**config.mk**
```make
export PLATFORM = sky130hd
export DESIGN_NAME = data_feed
export DESIGN_NICKNAME = d
export VERILOG_FILES = /design/src/rtl/data_feed.sv
export SDC_FILE = /design/constraint.sdc
export NUM_CORES = 1
export LEC_CHECK = 0
export ABC_AREA = 1
export CAP_MARGIN = 40
export CORE_ASPECT_RATIO = 0.8
export CORE_MARGIN = 2
export CORE_UTILIZATION = 30
export DETAILED_ROUTE_END_ITERATION = 10
export PLACE_DENSITY_LB_ADDON = 0.08
export RECOVER_POWER = 25
export SLEW_MARGIN = 25
export SYNTH_ARGS = -nofsm -noshare
export SYNTH_HDL_FRONTEND = slang
export SYNTH_SLANG_ARGS = --single-unit
```
**constraint.sdc**
```tcl
create_clock -name clk -period 10 [get_ports clk]
set_input_delay 2.5 -clock clk [delete_from_list [all_inputs] [get_ports clk]]
set_output_delay 2.5 -clock clk [all_outputs]
set_load 0.02 [all_outputs]
```
**src/rtl/data_feed.sv**
```systemverilog
// data_feed: loads 3x3 matrices A and B byte-serially, then drives them skewed onto a systolic array's edges.
// Optional DATA_FEED_REUSE_EN: keep storage after DONE and return to READY for replay.
module data_feed #(
  parameter int DW    = 8,
  parameter int FLUSH = 3
) (
  input  logic          clk,
  input  logic          rst,
  input  logic          in_valid,
  output logic          in_ready,
  input  logic [DW-1:0] in_data,
  input  logic          start,
  output logic [DW-1:0] a_row0,
  output logic [DW-1:0] a_row1,
  output logic [DW-1:0] a_row2,
  output logic [DW-1:0] b_col0,
  output logic [DW-1:0] b_col1,
  output logic [DW-1:0] b_col2,
  output logic          feed_valid,
  output logic          busy,
  output logic          done
);
`ifdef DATA_FEED_REUSE_EN
  localparam bit REUSE = 1'b1;
`else
  localparam bit REUSE = 1'b0;
`endif
  typedef enum logic [2:0] {S_LOAD, S_READY, S_FEED, S_FLUSH, S_DONE} state_t;
  state_t        state, state_nxt;
  logic [DW-1:0] mem [18];
  logic [4:0]    idx, wr_idx;
  logic [3:0]    t, t_nxt;
  logic [DW-1:0] a_nxt [3];
  logic [DW-1:0] b_nxt [3];
  logic [DW-1:0] a_q [3];
  logic [DW-1:0] b_q [3];
  logic          hs;
  always_ff @(posedge clk or negedge rst)
    if (!rst) state <= S_LOAD;
    else      state <= state_nxt;
  always_comb begin
    state_nxt = S_LOAD;
    case (state)
      S_LOAD:  state_nxt = (hs && idx == 5'd17) ? S_READY : S_LOAD;
      S_READY: state_nxt = start ? S_FEED : hs ? S_LOAD : S_READY;
      S_FEED:  state_nxt = (t == 4'd4) ? S_FLUSH : S_FEED;
      S_FLUSH: state_nxt = (t == 4'(FLUSH - 1)) ? S_DONE : S_FLUSH;
      S_DONE:  state_nxt = REUSE ? S_READY : S_LOAD;
      default: state_nxt = S_LOAD;
    endcase
  end
  // A start on the same edge as a READY-state byte wins, so the byte is refused.
  always_comb begin
    in_ready   = rst && (state == S_LOAD || (REUSE && state == S_READY && !start));
    feed_valid = state == S_FEED || state == S_FLUSH;
    busy       = state == S_FEED || state == S_FLUSH || state == S_DONE;
    done       = state == S_DONE;
    hs         = in_valid && in_ready;
    wr_idx     = state == S_LOAD ? idx : 5'd0;
    t_nxt      = (state_nxt == state && (state == S_FEED || state == S_FLUSH)) ? t + 4'd1 : 4'd0;
  end
  // Row i sees A[i][t-i] at slot 3i+(t-i); column j sees B[t-j][j] at slot 9+3(t-j)+j.
  always_comb begin
    for (int i = 0; i < 3; i++) begin
      a_nxt[i] = (state_nxt == S_FEED && int'(t_nxt) >= i && int'(t_nxt) <= i + 2)
                 ? mem[5'(2 * i + int'(t_nxt))] : '0;
      b_nxt[i] = (state_nxt == S_FEED && int'(t_nxt) >= i && int'(t_nxt) <= i + 2)
                 ? mem[5'(9 + 3 * int'(t_nxt) - 2 * i)] : '0;
    end
  end
  always_ff @(posedge clk or negedge rst)
    if (!rst) begin
      idx <= '0;
      t   <= '0;
      for (int k = 0; k < 18; k++) mem[k] <= '0;
      for (int i = 0; i < 3; i++) begin
        a_q[i] <= '0;
        b_q[i] <= '0;
      end
    end else begin
      t   <= t_nxt;
      idx <= (hs && state == S_LOAD) ? (idx == 5'd17 ? 5'd0 : idx + 5'd1)
           : hs ? 5'd1 : (state == S_DONE ? 5'd0 : idx);
      for (int k = 0; k < 18; k++)
        mem[k] <= (state == S_DONE && !REUSE) ? '0 : (hs && wr_idx == 5'(k)) ? in_data : mem[k];
      for (int i = 0; i < 3; i++) begin
        a_q[i] <= a_nxt[i];
        b_q[i] <= b_nxt[i];
      end
    end
  assign a_row0 = a_q[0];
  assign a_row1 = a_q[1];
  assign a_row2 = a_q[2];
  assign b_col0 = b_q[0];
  assign b_col1 = b_q[1];
  assign b_col2 = b_q[2];
endmodule

```
==> impl_results.md <==
* # fillers at 4875
* NumNets Final at 2155
* Leak at 7.411 nW
* Worst Tran Pin Value at 2837 ps
* Post-detail-place hpwl at 46.91 mm
* Non-filler cells, final at 2743
* Slowest CP cell: ha_1
* Largest net degree at the start of global routing at 151
* Sequential share of the synthesized area at 0.3740
* Worst Path Max Fanout at 29
* Starting Density at 0.3058
* Post-Route Setup TNS at 0 ps
* Clock-pin slew on the worst setup and hold paths at 60 ps
* Pre-CTS setup slack at 1810 ps
* Final-report setup violation count at 0
* Core area at 44630 sq um
* Outcome: finished with violations
* Synth Area per Inst at 6.476 sq um
* Crit path largest cell delay at 710 ps
* Width of the chip at 242.5 um
* Grt ovf at 0
* Diode count at 0
* Multi-input gate area at 7335 sq um
* GR Util All Layers at 0.2576
* Share of layout cells above drive strength 1 at 0.06262
* Final Cycle Share at 0.7709
* Die Footprint at 47230 sq um
* Final WS setup at 2291 ps
* IO buf count at 63
* Ys async rst share at 1.000
* Crit path DAT at 8130 ps
* Num Clock Sinks at 204
* CTS buffer count at 25
* TritonCTS clock tree: done
* Drt initial violations at 1642
* Critical Path RT at 10420 ps
* Final WL at 61.64 mm
* Post-layout minimum cycle time at 7709 ps
* Synth cell types at 42
* WL/cell at 22.47 um
* Drt pass-1 iters at 8
* Synth Net Count at 2138
* GPL Wtd Cong at 0.9329
* Max-cap viol count at 2
* PostCTS Resize Cnt at 0
* Clock skew at 20.18 ps
* Post-synth EDFFs at 0
* Residual DRC count at 0
* Fraction of synthesized cell area taken by the top area cell type at 0.3740
* Clock Path Buffers at 3
* Worst slew margin at -0.8916
* Largest cells by area after synthesis: dfrtp_1, nand2_1, nand3_1, o21ai_0, inv_1
* Hold Violations, Final at 0
* Hold path cells at 2
* Setup crit start kind: input pin
* Hold Path Class: reg -> reg
* First-pass GRT wire length at 90.27 mm
* FMAX at 129.7 MHz
* #FFs+latches synth at 204
* Maximum vdd drop at 0.1317 mV
* Setup bufs post-CTS at 0
* Via density at 5.242
* Number of core rows at 69
* P&R area growth vs syn at 14.99%
* Initial antenna violation count at 1
* Synth area leader: dfrtp_1
* Ys Warns at 0
* Chip height at 194.8 um
* Depth of the worst register-to-register path at 27
* Cell area after synthesis at 13650 sq um
* RSZ-0062 raised after global routing: false
* Total power per unit cell area at 243.8 nW/um^2
* Sequential Area at 5105 sq um
* Max Slew Vio Count at 90
* Post-cts hold buffer count at 0
* Crit Path Class: in -> reg
* Failing checks: capacitance limit, slew limit
* Most frequent cells after synthesis: nand2_1, nand3_1, dfrtp_1
* Main flop type after synthesis: dfrtp_1
* Via count at 14.38k
* Clk_lat worst skew at 560 ps
* H-tree Lvls at 1
* Crit-path most repeated cell: inv_1
* Post-Synthesis Cells at 2108
* Routed Antenna Nets at 0
* Most frequent cell after synthesis: nand2_1
* CP Capture Type: register
* I/O pins at 64
* Vias in the first global route at 13.12k
* Placed Cells at 2698
* Clock root buffer: clkbuf_16
==> final cells by class <==
class	instances	share of cell area
Timing Repair Buffer	104	0.06281
Multi-Input combinational cell	1611	0.4673
Clock buffer	34	0.04584
Clock inverter	8	0.007892
Tap cell	603	0.04807
Inverter	179	0.04289
Sequential cell	204	0.3252
==> sequential cells by signal (all words and copies together) (netlist names) <==
| register | cells |
|---|---|
| state | 3 |
| b_col0 | 8 |
| t | 4 |
| a_row0 | 8 |
| mem | 144 |
| b_col1 | 8 |
| idx | 5 |
| b_col2 | 8 |
| a_row1 | 8 |
| a_row2 | 8 |
==> through the flow <==
stage	hold slack [ps]	total power, mW	utilization	cell area (sq um)
2_1_floorplan	453.0	2.173	-	13650
3_3_place_gp	466.2	2.823	0.3304	14750
3_5_place_dp	477.5	2.830	0.3319	14810
4_1_cts	491.9	3.807	0.3508	15660
5_1_grt	516.1	4.062	0.3517	15700
6_report	491.3	3.827	0.3517	15700
==> logic make-up (layout without fill, tap and decap cells) <==
| kind of cell | count (synthesis) | after routing | share of synthesized area |
|---|---|---|---|
| buf+inv | 293 | 325 | 0.09047 |
| xor+xnor | 7 | 7 | 0.005042 |
| mux | 3 | 3 | 0.002475 |
| flops | 204 | 204 | 0.3740 |
| compound gates | 282 | 282 | 0.1072 |
| simple gates | 1301 | 1301 | 0.4043 |
| fa+ha+maj | 18 | 18 | 0.01650 |
==> cells in the final DEF (no fill, tap or decap), types with 6 or more instances in the layout <==
cell type | Yosys | routed
o21ai_0 | 175 | 175
inv_2 | 17 | 17
clkbuf_16 | 0 | 25
inv_1 | 156 | 156
nor2_1 | 110 | 109
nand3_1 | 302 | 302
clkbuf_8 | 0 | 6
nand2_1 | 809 | 808
a21oi_1 | 45 | 44
buf_4 | 6 | 34
nand4_1 | 43 | 43
ha_1 | 18 | 18
nand2_2 | 6 | 7
clkdlybuf4s50_1 | 0 | 61
dfrtp_1 | 204 | 204
nor3_1 | 11 | 11
o21ai_1 | 45 | 44
==> final timing paths <==
path,from,endpoint,slack (ps)
worst min-delay path,mem[14],mem[14],490
max in group asynchronous,rst,b_col0[7],4960
min in group asynchronous,rst,a_row2[5],1790
worst min register to register,mem[14],mem[14],490
worst max-delay path,in_valid,b_col2[5],2290
worst max register to register,t[0],b_col2[5],3160
==> report_power, final <==
part	internal, mW	total, mW	leakage (nW)	switching [mW]
Clock	0.576	0.965	0.409	0.389
Combinational	0.456	1.68	4.24	1.22
Sequential	1.02	1.18	2.77	0.161
==> worst max-delay path, delay by kind of cell <==
kind | cells | cell delay (ps)
adder cells (fa/ha/maj) | 3 | 1370
AND/OR/NAND/NOR | 10 | 2170
AO/OA/AOI/OAI | 2 | 150
buffers and inverters | 10 | 1880
==> layer usage <==
layer | global-route usage | wire length (um)
met2 | 0.3938 | 26550
met5 | 0 | 0
met1 | 0.3878 | 29970
met3 | 0.03286 | 3949
met4 | 0.04893 | 1171
Note: power is estimated with default switching activity, not from simulation.
